`config.mk`:
```
export PLATFORM = sky130hd
export DESIGN_NAME = multdiv_wb_sequencer_flat
export DESIGN_NICKNAME = d
export VERILOG_FILES = /design/src/rtl/md_pkg.sv /design/src/rtl/multdiv_wb_sequencer_if.sv /design/src/rtl/md_hazard_check.sv /design/src/rtl/multdiv_wb_sequencer.sv /design/src/flat_wrapper.sv
export SDC_FILE = /design/constraint.sdc
export NUM_CORES = 1
export LEC_CHECK = 0
export ABC_AREA = 1
export CAP_MARGIN = 0
export CELL_PAD_IN_SITES_DETAIL_PLACEMENT = 1
export CELL_PAD_IN_SITES_GLOBAL_PLACEMENT = 1
export CORE_MARGIN = 2
export CORE_UTILIZATION = 35
export CTS_BUF_LIST = sky130_fd_sc_hd__clkbuf_16
export DETAILED_ROUTE_END_ITERATION = 10
export GPL_ROUTABILITY_DRIVEN = 0
export HOLD_SLACK_MARGIN = 0.05
export PLACE_DENSITY = 0.86
export SYNTH_ARGS = -nofsm -noshare
export SYNTH_HDL_FRONTEND = slang
export SYNTH_SLANG_ARGS = --single-unit
```
`constraint.sdc`:
```
create_clock -name clock -period 3.1 [get_ports clock]
set_input_delay 0.62 -clock clock [delete_from_list [all_inputs] [get_ports clock]]
set_output_delay 0.62 -clock clock [all_outputs]
set_load 0.03 [all_outputs]
```
`src/rtl/md_pkg.sv`:
```
// rtl/md_pkg.sv - opcode, register, status and state definitions for the mult/div writeback sequencer
package md_pkg;

  localparam logic [4:0] OP_ALU  = 5'd0;
  localparam logic [4:0] OP_J    = 5'd1;
  localparam logic [4:0] OP_BNE  = 5'd2;
  localparam logic [4:0] OP_JAL  = 5'd3;
  localparam logic [4:0] OP_JR   = 5'd4;
  localparam logic [4:0] OP_ADDI = 5'd5;
  localparam logic [4:0] OP_BLT  = 5'd6;
  localparam logic [4:0] OP_SW   = 5'd7;
  localparam logic [4:0] OP_LW   = 5'd8;

  localparam logic [4:0] ALU_MULT = 5'd6;
  localparam logic [4:0] ALU_DIV  = 5'd7;

  localparam logic [4:0] REG_STATUS = 5'd30;
  localparam logic [4:0] REG_RA     = 5'd31;

  localparam logic [2:0] STATUS_MULT = 3'd4;
  localparam logic [2:0] STATUS_DIV  = 3'd5;

  typedef enum logic [1:0] {
    IDLE = 2'd0,
    BUSY = 2'd1,
    WB   = 2'd2
  } md_state_e;

endpackage

```
`src/rtl/multdiv_wb_sequencer_if.sv`:
```
// rtl/multdiv_wb_sequencer_if.sv - pipeline/unit signals seen by the mult/div writeback sequencer
interface multdiv_wb_sequencer_if;

  logic [31:0] dx_ir;
  logic        dx_valid;
  logic        md_result_rdy;
  logic        md_exception;
  logic        mw_wants_write;
  logic        ctrl_mult;
  logic        ctrl_div;
  logic [31:0] pw_ir;
  logic        md_busy;
  logic        md_wr_en;
  logic [4:0]  md_wr_reg;
  logic        md_wr_status;
  logic [2:0]  md_status;
  logic        stall;
  logic        mw_hold;

  // sequencer side
  modport master (
    input  dx_ir, dx_valid, md_result_rdy, md_exception, mw_wants_write,
    output ctrl_mult, ctrl_div, pw_ir, md_busy, md_wr_en, md_wr_reg,
    output md_wr_status, md_status, stall, mw_hold
  );

  // pipeline / mult-div unit side
  modport slave (
    output dx_ir, dx_valid, md_result_rdy, md_exception, mw_wants_write,
    input  ctrl_mult, ctrl_div, pw_ir, md_busy, md_wr_en, md_wr_reg,
    input  md_wr_status, md_status, stall, mw_hold
  );

endinterface

```
`src/rtl/md_hazard_check.sv`:
```
// rtl/md_hazard_check.sv - decodes the D/X instruction and compares it against the pending P/W target
module md_hazard_check
  import md_pkg::*;
(
  input  logic [31:0] dx_ir,
  input  logic [4:0]  pend_reg,
  input  logic        pend_valid,
  output logic        raw,
  output logic        waw,
  output logic        is_md
);

  logic [4:0] opcode;
  logic [4:0] rd;
  logic [4:0] rs;
  logic [4:0] rt;
  logic [4:0] aluop;
  logic [4:0] src_b;
  logic       wr_en;
  logic [4:0] wr_reg;
  logic       live;
  logic       unused_bits;

  assign opcode = dx_ir[31:27];
  assign rd     = dx_ir[26:22];
  assign rs     = dx_ir[21:17];
  assign rt     = dx_ir[16:12];
  assign aluop  = dx_ir[6:2];

  // shamt and low bits never take part in hazard decisions
  assign unused_bits = ^{dx_ir[11:7], dx_ir[1:0]};

  // second source and write target by opcode class; the first source is always rs
  always_comb begin
    src_b  = rs;
    wr_en  = 1'b0;
    wr_reg = rd;
    case (opcode)
      OP_ALU:                      begin src_b = rt; wr_en = 1'b1; end
      OP_BNE, OP_JR, OP_BLT, OP_SW: src_b = rd;
      OP_LW:                       begin src_b = rd; wr_en = 1'b1; end
      OP_ADDI:                     wr_en = 1'b1;
      OP_JAL:                      begin wr_en = 1'b1; wr_reg = REG_RA; end
      OP_J:                        src_b = rs;
      default:                     src_b = rs;
    endcase
  end

  // r0 is never a real dependency
  assign live  = pend_valid && (pend_reg != 5'd0);
  assign raw   = live && ((rs == pend_reg) || (src_b == pend_reg));
  assign waw   = live && wr_en && (wr_reg == pend_reg);
  assign is_md = (opcode == OP_ALU) && ((aluop == ALU_MULT) || (aluop == ALU_DIV));

endmodule

```
`src/rtl/multdiv_wb_sequencer.sv`:
```
// rtl/multdiv_wb_sequencer.sv - issues mult/div ops, tracks the in-flight op and arbitrates its writeback
module multdiv_wb_sequencer
  import md_pkg::*;
#(
  parameter int TIMEOUT = 64,
  parameter int CNT_W   = 7
) (
  input logic                   clock,
  input logic                   reset,
  multdiv_wb_sequencer_if.master bus
);

  md_state_e        state;
  md_state_e        state_nxt;
  logic [31:0]      pw_ir_q;
  logic [CNT_W-1:0] cnt;
  logic             exc;
  logic             dx_is_md;
  logic             raw;
  logic             waw;
  logic             issue;
  logic             timeout_hit;
  logic             pw_div;
  logic             pend_valid;
  logic [4:0]       pw_rd;
  logic [4:0]       pend_reg;

  assign pw_rd       = pw_ir_q[26:22];
  assign pw_div      = (pw_ir_q[6:2] == ALU_DIV);
  assign timeout_hit = (cnt == CNT_W'(TIMEOUT - 1));
  assign issue       = (state == IDLE) && bus.dx_valid && dx_is_md;
  assign pend_valid  = (state != IDLE);
  // an exception retargets the write to the status register, visible to hazards only once WB is reached
  assign pend_reg    = ((state == WB) && exc) ? REG_STATUS : pw_rd;

  md_hazard_check u_hazard (
    .dx_ir      (bus.dx_ir),
    .pend_reg   (pend_reg),
    .pend_valid (pend_valid),
    .raw        (raw),
    .waw        (waw),
    .is_md      (dx_is_md)
  );

  // state register; reset abandons any in-flight operation
  always_ff @(posedge clock or negedge reset) begin
    if (!reset) state <= IDLE;
    else        state <= state_nxt;
  end

  // P/W latch, watchdog counter and exception flag
  always_ff @(posedge clock or negedge reset) begin
    if (!reset) begin
      pw_ir_q <= 32'd0;
      cnt     <= '0;
      exc     <= 1'b0;
    end else begin
      case (state)
        IDLE: if (issue) begin
          pw_ir_q <= bus.dx_ir;
          cnt     <= '0;
          exc     <= 1'b0;
        end
        BUSY: begin
          cnt <= cnt + 1'b1;
          if (bus.md_result_rdy) exc <= bus.md_exception;
          else if (timeout_hit)  exc <= 1'b1;
        end
        default: ;
      endcase
    end
  end

  // next state: a ready pulse wins over the watchdog when both land together
  always_comb begin
    state_nxt = state;
    case (state)
      IDLE:    if (issue) state_nxt = BUSY;
      BUSY:    if (bus.md_result_rdy || timeout_hit) state_nxt = WB;
      WB:      state_nxt = IDLE;
      default: state_nxt = IDLE;
    endcase
  end

  // outputs: start pulses in IDLE, stall while an op is pending, write port ownership in WB
  always_comb begin
    bus.ctrl_mult    = 1'b0;
    bus.ctrl_div     = 1'b0;
    bus.pw_ir        = pw_ir_q;
    bus.md_busy      = (state != IDLE);
    bus.md_wr_en     = 1'b0;
    bus.md_wr_reg    = 5'd0;
    bus.md_wr_status = 1'b0;
    bus.md_status    = 3'd0;
    bus.stall        = 1'b0;
    bus.mw_hold      = 1'b0;
    case (state)
      IDLE: begin
        bus.ctrl_mult = issue && (bus.dx_ir[6:2] == ALU_MULT);
        bus.ctrl_div  = issue && (bus.dx_ir[6:2] == ALU_DIV);
      end
      BUSY: bus.stall = bus.dx_valid && (dx_is_md || raw || waw);
      WB: begin
        bus.stall        = bus.dx_valid && (dx_is_md || raw || waw);
        bus.md_wr_en     = exc || (pw_rd != 5'd0);
        bus.md_wr_reg    = pend_reg;
        bus.md_wr_status = exc;
        bus.md_status    = exc ? (pw_div ? STATUS_DIV : STATUS_MULT) : 3'd0;
        bus.mw_hold      = bus.mw_wants_write;
      end
      default: ;
    endcase
  end

endmodule

```
`src/flat_wrapper.sv`:
```
// flat-port wrapper written by rule: the top's interface ports become plain ports
module multdiv_wb_sequencer_flat import md_pkg::*;
#(
  parameter int TIMEOUT = 64,
  parameter int CNT_W   = 7
)
  (clock, reset, bus_dx_ir, bus_dx_valid, bus_md_result_rdy, bus_md_exception, bus_mw_wants_write, bus_ctrl_mult, bus_ctrl_div, bus_pw_ir, bus_md_busy, bus_md_wr_en, bus_md_wr_reg, bus_md_wr_status, bus_md_status, bus_stall, bus_mw_hold);
  multdiv_wb_sequencer_if bus_i ();
  input logic clock;
  input logic reset;
  input wire logic [$bits(bus_i.dx_ir)-1:0] bus_dx_ir;
  input wire logic [$bits(bus_i.dx_valid)-1:0] bus_dx_valid;
  input wire logic [$bits(bus_i.md_result_rdy)-1:0] bus_md_result_rdy;
  input wire logic [$bits(bus_i.md_exception)-1:0] bus_md_exception;
  input wire logic [$bits(bus_i.mw_wants_write)-1:0] bus_mw_wants_write;
  output wire logic [$bits(bus_i.ctrl_mult)-1:0] bus_ctrl_mult;
  output wire logic [$bits(bus_i.ctrl_div)-1:0] bus_ctrl_div;
  output wire logic [$bits(bus_i.pw_ir)-1:0] bus_pw_ir;
  output wire logic [$bits(bus_i.md_busy)-1:0] bus_md_busy;
  output wire logic [$bits(bus_i.md_wr_en)-1:0] bus_md_wr_en;
  output wire logic [$bits(bus_i.md_wr_reg)-1:0] bus_md_wr_reg;
  output wire logic [$bits(bus_i.md_wr_status)-1:0] bus_md_wr_status;
  output wire logic [$bits(bus_i.md_status)-1:0] bus_md_status;
  output wire logic [$bits(bus_i.stall)-1:0] bus_stall;
  output wire logic [$bits(bus_i.mw_hold)-1:0] bus_mw_hold;
  assign bus_i.dx_ir = bus_dx_ir;
  assign bus_i.dx_valid = bus_dx_valid;
  assign bus_i.md_result_rdy = bus_md_result_rdy;
  assign bus_i.md_exception = bus_md_exception;
  assign bus_i.mw_wants_write = bus_mw_wants_write;
  assign bus_ctrl_mult = bus_i.ctrl_mult;
  assign bus_ctrl_div = bus_i.ctrl_div;
  assign bus_pw_ir = bus_i.pw_ir;
  assign bus_md_busy = bus_i.md_busy;
  assign bus_md_wr_en = bus_i.md_wr_en;
  assign bus_md_wr_reg = bus_i.md_wr_reg;
  assign bus_md_wr_status = bus_i.md_wr_status;
  assign bus_md_status = bus_i.md_status;
  assign bus_stall = bus_i.stall;
  assign bus_mw_hold = bus_i.mw_hold;
  multdiv_wb_sequencer #(.TIMEOUT(TIMEOUT), .CNT_W(CNT_W)) u_core (.clock(clock), .reset(reset), .bus(bus_i));
endmodule
```
# Yosys cells after proc, flatten, opt, wreduce, memory -nomap -nowiden
# Index checks and enable logic that the tools add are counted.
dict set report word_totals {
  reg_bits 42
  output_inout_bits 47
}
dict set report op_classes {
  n_eq_ne 19
  mux 23
  n_reduce_logical 30
  addsub 1
}
# cell n
set op_table {}
lappend op_table {{5-bit by 3-bit equality test with 1-bit output, second input constant} 7}
lappend op_table {{5-bit equality test} 3}
lappend op_table {{5-bit two-way mux} 3}
lappend op_table {{7-bit one-hot mux with 2 select lines} 1}
lappend op_table {{1-bit logical AND} 11}
lappend op_table {{1-bit two-way mux} 11}
lappend op_table {{5-bit by 2-bit equality test with 1-bit output, second input constant} 2}
lappend op_table {{5-bit one-hot mux with 2 select lines} 1}
lappend op_table {{5-bit nonzero test} 2}
lappend op_table {{7-bit by 1-bit adder with 7-bit output, second input constant} 1}
lappend op_table {{7-bit by 6-bit equality test with 1-bit output, second input constant} 1}
lappend op_table {{7-bit two-way mux} 1}
lappend op_table {{1-bit logical OR} 6}
lappend op_table {{3-bit two-way mux} 2}
lappend op_table {{2-bit AND reduction} 3}
lappend op_table {{5-bit by 4-bit equality test with 1-bit output, second input constant} 1}
lappend op_table {{5-bit zero test} 1}
lappend op_table {{5-bit OR reduction} 1}
lappend op_table {{2-bit two-way mux} 2}
lappend op_table {{2-bit by 1-bit != test with 1-bit output, second input constant} 2}
lappend op_table {{2-bit one-hot mux with 2 select lines} 1}
lappend op_table {{2-bit nonzero test} 2}
lappend op_table {{4-bit OR reduction} 1}
lappend op_table {{3-bit by 2-bit != test with 1-bit output, second input constant} 1}
lappend op_table {{6 further kinds} 6}

# Logic depth before layout (Yosys ltp)
# Gate-level depths: netlist (run 1).
dict set report depth {
  depth_word 10
  ltp_mapped 15
}

# By module
# From an unflattened synthesis (run 1), not the netlist that was laid out.
dict set report unflattened {
  cells_unflattened 352
  hier_area_um2 2506.2
}
# module n_inst cells_each area_each_um2
set by_module_without_submodules {}
lappend by_module_without_submodules {multdiv_wb_sequencer 1 253 1981.9}
lappend by_module_without_submodules {md_hazard_check 1 99 524.3}

# Least setup slack after synthesis (run 1)
# No wires, ideal clock.
dict set report synth_path {
  kind {reg2out}
  start {register u_core.state[0]}
  end {output port bus_stall}
  path_stages_with_launch 12
  arrival_time_ps 2181
  t_required_ps 2480
  slack_ps 299
  cell_sequence {dfrtp_1 > inv_1 > ha_1 > nand2_1 > inv_1 > nor2_1 > nor2_1 > nor3_1 > nand4_1 > nor3_1 > nor2_1 > a21oi_1}
}
dict set report synth_between {
  elab_chain_len 10
  word_cells_on_any_way 19
}
# element line_no
set synth_lines {}
lappend synth_lines {{from (decl)} multdiv_wb_sequencer.sv:13} ;# md_state_e state;
lappend synth_lines {{from (signal assigned)} multdiv_wb_sequencer.sv:48} ;# else state <= state_nxt;
lappend synth_lines {{2-bit equality test} {multdiv_wb_sequencer.sv:34, multdiv_wb_sequencer.sv:97}}
lappend synth_lines {{1-bit logical AND} multdiv_wb_sequencer.sv:34} ;# assign pend_reg = ((state == WB) && exc) ? REG_STATUS : pw_rd;
lappend synth_lines {{5-bit two-way mux} multdiv_wb_sequencer.sv:34}
lappend synth_lines {{5-bit equality test / 5-bit nonzero test (equally long branches)} {md_hazard_check.sv:51, md_hazard_check.sv:50}}
lappend synth_lines {{1-bit logical OR / 1-bit logical AND (equally long branches)} {md_hazard_check.sv:51, md_hazard_check.sv:50}}
lappend synth_lines {{1-bit logical AND (on tied branches)} {md_hazard_check.sv:51, md_hazard_check.sv:52}}
lappend synth_lines {{1-bit logical OR / 1-bit logical AND (equally long branches)} {multdiv_wb_sequencer.sv:102, multdiv_wb_sequencer.sv:104, md_hazard_check.sv:52}}
lappend synth_lines {{1-bit logical OR} {multdiv_wb_sequencer.sv:102, multdiv_wb_sequencer.sv:104}}
lappend synth_lines {{1-bit logical AND} {multdiv_wb_sequencer.sv:102, multdiv_wb_sequencer.sv:104}}
lappend synth_lines {{1-bit two-way mux (*)} --}
lappend synth_lines {{to (decl)} flat_wrapper.sv:24} ;# output wire logic [$bits(bus_i.stall)-1:0] bus_stall;
# Mark *: on every way between the ends. The rest lies on a longest branch, timed or not.

# Worst setup path in the final report (run 1)
dict set report layout_path {
  start {input port bus_dx_ir[31]}
  end {output port bus_stall}
}
dict set report layout_between {
  elab_chain_len 10
  word_cells_on_any_way 24
}
# element line_no
set layout_lines {}
lappend layout_lines {{from (decl)} flat_wrapper.sv:11} ;# input wire logic [$bits(bus_i.dx_ir)-1:0] bus_dx_ir;
lappend layout_lines {{5-bit by 4-bit equality test with 1-bit output (tied with other cells)} md_hazard_check.sv:38} ;# case (opcode)
lappend layout_lines {{5-bit OR reduction (no line)} --}
lappend layout_lines {{5-bit one-hot mux with 2 select lines} md_hazard_check.sv:38}
lappend layout_lines {{5-bit equality test} md_hazard_check.sv:51} ;# assign raw = live && ((rs == pend_reg) || (src_b == pend_reg));
lappend layout_lines {{1-bit logical OR} md_hazard_check.sv:51}
lappend layout_lines {{1-bit logical AND} md_hazard_check.sv:51}
lappend layout_lines {{1-bit logical OR} {multdiv_wb_sequencer.sv:102, multdiv_wb_sequencer.sv:104}}
lappend layout_lines {{1-bit logical OR (*)} {multdiv_wb_sequencer.sv:102, multdiv_wb_sequencer.sv:104}}
lappend layout_lines {{1-bit logical AND (*)} {multdiv_wb_sequencer.sv:102, multdiv_wb_sequencer.sv:104}}
lappend layout_lines {{1-bit two-way mux (*)} --}
# Marks and branches as above.

==> results.json, run 1 <==
{
  "outcome": "finished clean",
  "clock_sinks": 42,
  "clock_latency_ns": 0.29,
  "powerDensity_nw_per_um2": 384.8,
  "finalPower_mw": 1.414,
  "groute.usage.overall": 0.2109,
  "worstPathArrival_ns": 2.33,
  "layout.nets": 452,
  "hp-class": "register to register",
  "drtPass1Iterations": 4,
  "cp-end-kind": "primary output",
  "p_leak_nw": 1.882,
  "slew_headroom": 0.3708,
  "n_antenna_cell": 0,
  "portBuffers": 83,
  "clockBufferDepth": 2,
  "synth_top_family_by_area": "simple AND/OR/NAND/NOR gates",
  "avgSynthCellArea_um2": 7.750,
  "crit_path_start": "bus_dx_ir[31]",
  "avgRoutedWirePerCell_um": 16.30,
  "critPathMaxFanout": 5,
  "std_cell_rows": 30,
  "cts_tree": "done",
  "clockRootBuffer": "clkbuf_16",
  "start_kind": "input port",
  "hpwl_um": 5784,
  "synthAdderAreaFrac": 0.02057,
  "finish.instance_area_um2": 3674,
  "clock.fmax_ghz": 0.3386,
  "fin_cells": 491,
  "worst_slack_ns": 0.1466,
  "ff2ff_path_depth": 12,
  "grt_pass1_vias": 2572,
  "cap_violations": 0,
  "die-area_um2": 7636,
  "drt_drc_violations_left": 0,
  "hold_violations": 0,
  "ios": 85,
  "yosysWarnings": 0,
  "ys_ff_latch": 42,
  "drt_first_iter_violations": 138,
  "critical_path_required_ns": 2.48,
  "cts_hold_buffers": 0,
  "path_class": "input port to primary output",
  "numCtsBuffers": 5,
  "start_util": 0.3602,
  "post-route-period-util": 0.9527,
  "grt_max_degree": 54,
  "synthXorXnorAreaFrac": 0.01799,
  "via_per_inst": 4.951,
  "synth-compound-area-share": 0.08740,
  "rrSetupSlack_ns": 0.94,
  "synth_fp_nets": 356,
  "worst_pin_slew_ns": 0.9439,
  "clk_pin_slew_ns": 0.06,
  "synthMuxAreaShare": 0.04576,
  "placed_cells": 478,
  "routed_wl_um": 8001,
  "tns_ns": 0,
  "num_vias": 2431,
  "finalMaxSlewViolations": 0,
  "chipWidth_um": 87.39,
  "fin_util": 0.5437,
  "placed_area_um2": 3378,
  "ys_seq_area_frac": 0.4319,
  "r2r-end": "u_core.cnt[5]",
  "pre_cts_ws_ns": -0.1885,
  "r2r-start": "u_core.state[0]",
  "clock_skew_ns": 0.005080,
  "grt_pass1_wl_um": 12710,
  "core_um2": 6756,
  "endpoint": "bus_stall",
  "antenna_found_initial": 0,
  "grt_overflow": 0,
  "drtAntennaViolNets": 0,
  "netlist_instances": 314,
  "min_period_ns": 2.953,
  "cts.htree.levels": 2,
  "synth-simple-area-share": 0.2848,
  "setup_viol": 0,
  "ir_worst_vdd_v": 0.0001841,
  "drive_gt1_frac": 0.1849,
  "area_growth_pct": 50.95,
  "die_y_um": 87.39,
  "synthDistinctLibCells": 36,
  "syn_area_um2": 2434,
  "holdWs_ns": 0.4750
}
power breakdown:
group | total (mW) | internal, mW | switching (mW)
Clock | 0.598 | 0.381 | 0.217
Sequential | 0.572 | 0.561 | 0.0101
Combinational | 0.244 | 0.107 | 0.137
Total | 1.41 | 1.05 | 0.364
placed cells by master (no fill, tap or decap), drive strengths merged, types with 4 or more instances in the layout:
master and count:
nor2 32, clkbuf 9, ha 4, buf 18, nor3 5, o21ai 20, nand3 14, dfrtp 42
nand2 89, a21oi 10, nand4 5, xor2 5, clkdlybuf4s50 73, inv 58, o22ai 4, mux2 8
critical path: stages:
cell,delay [ns]
clkdlybuf4s15_1,0.18
inv_2,0.09
buf_6,0.12
nand3_1,0.18
a21oi_1,0.25
nand2_1,0.12
nand3_1,0.09
nand2_1,0.06
nor2_1,0.08
nand3_1,0.09
nand2_1,0.10
nand2_2,0.06
a21oi_2,0.13
buf_6,0.14
worst min-delay path by stage:
stage	startpoint	end	slack (ns)	depth (start not counted)
2_1_floorplan	reset	u_core.bus.pw_ir[0]	0.32	0
3_3_place_gp	u_core.bus.pw_ir[27]	u_core.bus.pw_ir[27]	0.45	2
3_5_place_dp	u_core.bus.pw_ir[29]	u_core.bus.pw_ir[29]	0.46	2
4_1_cts	u_core.bus.pw_ir[29]	u_core.bus.pw_ir[29]	0.47	2
5_1_grt	u_core.bus.pw_ir[29]	u_core.bus.pw_ir[29]	0.49	2
6_report	u_core.bus.pw_ir[27]	u_core.bus.pw_ir[27]	0.47	2
cell type report:
type	instances	area, um^2
fill	808	3083
multi-input combinational	207	1214
sequential	42	1051
timing repair buffer	97	925.9
inverter	57	214.0
clock buffer	5	125.1
tap	80	100.1
clock inverter	3	43.79
flip-flops by register name, indices dropped and copies added (netlist names):
signal,flops
u_core.cnt,7
u_core.bus.pw_ir,32
u_core.state,2
u_core.exc,1
synth_stat cells:
cell type	n	area share
a21o_2	1	0.0036
a21oi_1	9	0.019
a21oi_2	1	0.0036
a31oi_1	2	0.0051
buf_2	1	0.0021
buf_4	2	0.0062
buf_6	2	0.0093
clkbuf_1	3	0.0046
conb_1	1	0.0015
dfrtp_1	42	0.43
ha_1	4	0.021
inv_1	56	0.086
inv_2	1	0.0015
mux2_2	5	0.023
mux2_4	3	0.019
mux2i_1	1	0.0041
nand2_1	86	0.13
nand2_2	2	0.0051
nand2_4	1	0.0046
nand3_1	13	0.027
nand3_4	1	0.0072
nand3b_1	1	0.0031
nand4_1	4	0.010
nand4_2	1	0.0051
nor2_1	28	0.043
nor2_2	1	0.0026
nor2_4	3	0.014
nor3_1	5	0.010
nor3b_2	1	0.0051
nor4_1	2	0.0051
nor4b_4	1	0.0098
o2111ai_1	1	0.0036
o21ai_0	19	0.039
o21ai_2	1	0.0036
o22ai_1	4	0.010
xor2_1	5	0.018
cells by family (layout without fill, tap and decap cells):
family                     after synthesis  count (layout)
AOI/OAI and AO/OA                       38              38
xor gates and xnor gates                 5               5
adders and majority gates                4               4
buffers and inverters                   65             162
DFF                                     42              42
muxes                                    9               9
other                                    1               1
and+or+nand+nor                        150             150
repair_timing:
| action | CTS | global route |
|---|---|---|
| resized for setup | 18 | 30 |
| setup buffers | 3 | 2 |
| setup endpoints to repair | 1 | 4 |
| hold endpoints to repair | 0 | 0 |
| pin swaps | 9 | 14 |
per-layer routing:
layer / vias to the layer above / GRT usage / routed length [um] / share of wire
li1: 1171 / - / - / -
met1: 1179 / 0.2767 / 3447 / 0.43
met2: 71 / 0.3533 / 3996 / 0.50
met3: 10 / 0.03791 / 444 / 0.055
met4: 0 / 0.06434 / 112 / 0.014
met5: - / 0 / 0 / 0
No activity file was read; power rests on OpenSTA's default activity.
==> run 2, diff against run 1 <==
--- a/config.mk
+++ b/config.mk
@@ -16,6 +16,7 @@
 export GPL_ROUTABILITY_DRIVEN = 0
 export HOLD_SLACK_MARGIN = 0.05
 export PLACE_DENSITY = 0.86
+export REMOVE_ABC_BUFFERS = 1
 export SYNTH_ARGS = -nofsm -noshare
 export SYNTH_HDL_FRONTEND = slang
 export SYNTH_SLANG_ARGS = --single-unit
==> run 2 against run 1 <==
  * Routed wire length decreased by 4.4%
  * Register-to-register slack about the same
  * Critical endpoint unchanged
  * Hold slack got worse by 0.0041 ns
==> results.json, run 2 (same netlist as run 1, synthesis figures left out) <==
{
  "setup_viol": 0,
  "fillCellCount": 835,
  "drt_drc_violations_left": 0,
  "powerDensity_nw_per_um2": 364.8,
  "std_cell_rows": 30,
  "multi_input_area_um2": 1200,
  "slew_headroom": 0.3535,
  "grt_pass1_wl_um": 12320,
  "ios": 85,
  "rsz0062_at_grt": "no",
  "cp-end-kind": "primary output",
  "area_growth_pct": 48.12,
  "finalMaxSlewViolations": 0,
  "cap_violations": 0,
  "r2r-end": "u_core.cnt[5]",
  "regArea_um2": 1051,
  "drtAntennaViolNets": 0,
  "num_vias": 2398,
  "pre_cts_ws_ns": -0.1888,
  "drt_first_iter_violations": 129,
  "drive_gt1_frac": 0.1622,
  "worstPathArrival_ns": 2.32,
  "rrSetupSlack_ns": 0.95,
  "cts_tree": "done",
  "hp-class": "register to register",
  "cts.htree.levels": 2,
  "holdPathEnd": "u_core.bus.pw_ir[29]",
  "routed_wl_um": 7648,
  "start_util": 0.3602,
  "ff2ff_path_depth": 12,
  "fin_cells": 487,
  "drtPass1Iterations": 4,
  "avgRoutedWirePerCell_um": 15.70,
  "clockBufferDepth": 2,
  "clock_skew_ns": 0.003389,
  "start_kind": "input port",
  "core_um2": 6756,
  "clk_pin_slew_ns": 0.06,
  "placed_cells": 477,
  "via_per_inst": 4.924,
  "clock.fmax_ghz": 0.3401,
  "min-delay-start": "u_core.bus.pw_ir[29]",
  "hold_violations": 0,
  "grt_pass1_vias": 2563,
  "post-route-period-util": 0.9486,
  "clock_latency_ns": 0.29,
  "clockRootBuffer": "clkbuf_16",
  "hold_depth": 2,
  "layout.nets": 448,
  "chipWidth_um": 87.39,
  "finish.instance_area_um2": 3605,
  "ir_worst_vdd_v": 0.0001951,
  "critPathMaxFanout": 6,
  "antenna_found_initial": 0,
  "grt_max_degree": 51,
  "groute.usage.overall": 0.2068,
  "outcome": "finished clean",
  "placed_area_um2": 3371,
  "most-common-layout-cells": "nand2_1, clkdlybuf4s50_1, inv_1",
  "layout_commonest_cell": "nand2_1",
  "r2r-start": "u_core.state[0]",
  "p_leak_nw": 1.843,
  "grt_overflow": 0,
  "min_period_ns": 2.941,
  "portBuffers": 83,
  "hpwl_um": 5664,
  "n_antenna_cell": 0,
  "worst_pin_slew_ns": 0.9698,
  "path_class": "input port to primary output",
  "clock_sinks": 42,
  "cts_hold_buffers": 0,
  "critical_path_required_ns": 2.48,
  "die_y_um": 87.39,
  "largest_register_ffs": 32,
  "worst_slack_ns": 0.1593,
  "finalPower_mw": 1.315,
  "numCtsBuffers": 5,
  "die-area_um2": 7636
}
==> run 2: power breakdown <==
group / total [mW] / internal, mW / switching (mW) / leakage, nW
combinational: 0.233 / 0.102 / 0.131 / 1.22
sequential: 0.571 / 0.561 / 0.00996 / 0.559
clock: 0.510 / 0.294 / 0.216 / 0.0672
==> run 2: repair_timing <==
item,CTS,global route
setup endpoints to repair,1,1
buffers inserted,2,0
gates resized for setup,22,17
pin swaps,8,7
==> run 2: worst max path at each step <==
stage	from	endpoint	slack (ns)	cells after the start
CTS	bus_dx_ir[28]	bus_stall	0.04	14
floorplan	u_core.state[0]	bus_stall	0.16	11
finish	bus_dx_ir[30]	bus_stall	0.16	16
detailed placement	bus_dx_ir[29]	bus_stall	-0.19	11
global route	u_core.state[0]	bus_stall	0.005	13
global placement	bus_dx_ir[29]	bus_stall	-0.16	11
==> run 2: metrics by stage <==
stage / TNS, ns / util / hold WS, ns
6_report: 0 / 0.5335 / 0.4709
3_5_place_dp: -0.1888 / 0.4989 / 0.4588
3_3_place_gp: -0.1596 / 0.4989 / 0.4485
2_1_floorplan: 0 / - / 0.3244
4_1_cts: 0 / 0.5289 / 0.4751
5_1_grt: 0 / 0.5335 / 0.5160
==> run 2: area by class of cell <==
cell class,instances,area share
repair buffers,93,0.2492
multi-input cells,207,0.3329
clock buffers,5,0.03471
inverters,57,0.05935
clock inverters,3,0.004512
flip-flops and latches,42,0.2916
well taps,80,0.02777
==> run 2: critical path, cell delays in order <==
cell and delay (ns):
dlygate4sd2_1 0.30, inv_1 0.07, nand2_2 0.08, nor2_2 0.05, nand2_4 0.10, nand2_4 0.08, nor2_4 0.18, nand2_2 0.08
nand3_1 0.08, nand2_1 0.05, nor2_1 0.11, nand3_1 0.08, nand2_1 0.06, nand2_1 0.06, a21oi_2 0.15, buf_6 0.15
==> run 2: layer usage <==
metal	up-vias	global-route usage	part of all wire	routed length [um]
met3	16	0.05308	0.053	404
met4	0	0.05874	0.025	193
met5	-	0	0	0
met1	1149	0.2577	0.42	3232
li1	1166	-	-	-
met2	67	0.3526	0.50	3818
==> run 3, diff against run 2 <==
--- a/config.mk
+++ b/config.mk
@@ -17,6 +17,7 @@
 export HOLD_SLACK_MARGIN = 0.05
 export PLACE_DENSITY = 0.86
 export REMOVE_ABC_BUFFERS = 1
+export SETUP_SLACK_MARGIN = 0.3
 export SYNTH_ARGS = -nofsm -noshare
 export SYNTH_HDL_FRONTEND = slang
 export SYNTH_SLANG_ARGS = --single-unit
==> constraint.sdc (replaced) <==
create_clock -name clock -period 3.1 [get_ports clock]
set_input_delay 0.31 -clock clock [delete_from_list [all_inputs] [get_ports clock]]
set_output_delay 0.31 -clock clock [all_outputs]
set_load 0.03 [all_outputs]
==> run 3 against run 2 <==
  * Sequential share of layout area rose by 0.46 points
  * Critical path type is now register to primary output
  * Via count shrank 2.1%
  * Flip-flop and latch count did not move
  * Combinational power decreased by 5%
  * Largest cell class unchanged
  * Power increased by 6.1%
  * Highest routed layer unchanged
  * Non-clock buffer count shrank 7
  * Clock skew is 0.0036 ns higher
  * Critical path depth shrank 4
  * First-iteration DRC count shrank 19%
  * Sequential power barely moved
  * Clock power increased by 18%
==> results.json, run 3 (same netlist as run 1, synthesis figures left out) <==
{
  "clock_skew_ns": 0.006997,
  "die_y_um": 87.39,
  "holdWs_ns": 0.1638,
  "critical_path_required_ns": 2.79,
  "avgRoutedWirePerCell_um": 14.83,
  "numCtsBuffers": 5,
  "die-area_um2": 7636,
  "path_class": "register to primary output",
  "cts.htree.levels": 2,
  "p_leak_nw": 1.816,
  "clock.fmax_ghz": 0.3636,
  "most-common-layout-cells": "nand2_1, clkdlybuf4s50_1, inv_1",
  "powerDensity_nw_per_um2": 393.1,
  "chipWidth_um": 87.39,
  "clk_pin_slew_ns": 0.07,
  "start_util": 0.3602,
  "hp-class": "input port to async pin",
  "outcome": "finished clean",
  "drt_drc_violations_left": 0,
  "clockBufferDepth": 2,
  "placed_cells": 471,
  "n_antenna_cell": 0,
  "routed_wl_um": 7118,
  "num_vias": 2348,
  "layout_commonest_cell": "nand2_1",
  "antenna_found_initial": 0,
  "finalMaxSlewViolations": 0,
  "drtPass1Iterations": 4,
  "clock_latency_ns": 0.29,
  "layout.nets": 441,
  "grt_overflow": 0,
  "min_period_ns": 2.750,
  "drt_first_iter_violations": 104,
  "drtAntennaViolNets": 0,
  "grt_pass1_wl_um": 11520,
  "ir_worst_vdd_v": 0.0004050,
  "std_cell_rows": 30,
  "worst_pin_slew_ns": 0.9505,
  "post-route-period-util": 0.8872,
  "fin_cells": 480,
  "grt_pass1_vias": 2423,
  "cts_hold_buffers": 0,
  "setup_viol": 0,
  "via_per_inst": 4.892,
  "area_growth_pct": 45.81,
  "tns_ns": 0,
  "grt_max_degree": 43,
  "clock_sinks": 42,
  "ios": 85,
  "cap_violations": 0,
  "largest_register_ffs": 32,
  "start_kind": "register",
  "hold_violations": 0,
  "slew_headroom": 0.3664,
  "regArea_um2": 1051,
  "hpwl_um": 5462,
  "clockRootBuffer": "clkbuf_16",
  "drive_gt1_frac": 0.1175,
  "worstPathArrival_ns": 2.44,
  "rsz0062_at_grt": "no",
  "core_um2": 6756,
  "groute.usage.overall": 0.1941,
  "portBuffers": 83,
  "fillCellCount": 827,
  "cts_tree": "done",
  "multi_input_area_um2": 1165,
  "cp-end-kind": "primary output",
  "critPathMaxFanout": 5
}
run 3: cell count changes in the layout (fill, tap and decap cells not counted), moves of 2 or more:
cell             change
nand2_1              +6
nand2_2              -5
clkdlybuf4s50_1      +4
buf_4                -3
buf_6                -3
clkbuf_2             -3
dlygate4sd2_1        -3
dlymetal6s2s_1       +2
nor2_1               +2
nor2_2               -2
run 3: timing repair:
item / in CTS / in global routing
endpoints found under the setup margin: 1 / 2
pin swaps: 0 / 2
setup buffers: 0 / 1
gates cloned: 0 / 0
gates resized for setup: 4 / 11
run 3: worst paths after layout:
kind / slack (ns) / start / cells after the start / endpoint
min in group clock: 0.46 / u_core.bus.pw_ir[31] / 2 / u_core.bus.pw_ir[31]
min: 0.16 / reset / 1 / u_core.cnt[4]
max reg2reg: 1.00 / u_core.state[0] / 7 / u_core.bus.pw_ir[8]
max in group asynchronous: 2.34 / reset / 1 / u_core.bus.pw_ir[12]
min reg2reg: 0.46 / u_core.bus.pw_ir[31] / 2 / u_core.bus.pw_ir[31]
max: 0.35 / u_core.state[0] / 12 / bus_stall
run 3: final cells by class:
| cell class | instances | share of cell area |
|---|---|---|
| inverter | 57 | 0.06135 |
| clock inverter | 3 | 0.01234 |
| sequential | 42 | 0.2962 |
| timing repair buffer | 86 | 0.2384 |
| clock buffer | 5 | 0.03526 |
| multi-input combinational | 207 | 0.3283 |
| tap | 80 | 0.02821 |
run 3: per-stage QoR:
step                utilization  area [um^2]  setup WS, ns  total power, mW
floorplan                     -         2380        0.4678           0.6865
global placement         0.4904         3313        0.4752           0.7889
detailed placement       0.4904         3313        0.4007           0.7969
CTS                      0.5172         3495        0.3181            1.405
global route             0.5252         3548        0.1923            1.458
finish                   0.5252         3548        0.3498            1.395
run 3: routing by layer:
metal / vias to the layer above / GRT usage / part of all wire
met2: 55 / 0.3264 / 0.50
met1: 1131 / 0.2415 / 0.43
met5: - / 0 / 0
met3: 13 / 0.05213 / 0.053
met4: 0 / 0.06154 / 0.021
li1: 1149 / - / -
run 3: where the power goes:
part           total, mW  internal, mW  leakage, nW  switching [mW]
sequential         0.571         0.561        0.559         0.00994
clock              0.602         0.381       0.0842           0.221
combinational      0.221        0.0970         1.17           0.124
total               1.40          1.04         1.82           0.355
run 3: worst max-delay path, cell delays in order, from the launching register on:
cell and delay, ns:
dfrtp_1 0.35, inv_1 0.10, ha_4 0.20, nand2_2 0.14
clkinvlp_4 0.17, nor2_4 0.19, nor2_1 0.10, nor3_2 0.24
nand4_1 0.13, nor3_1 0.16, nor2_1 0.07, a21oi_2 0.13
buf_4 0.17
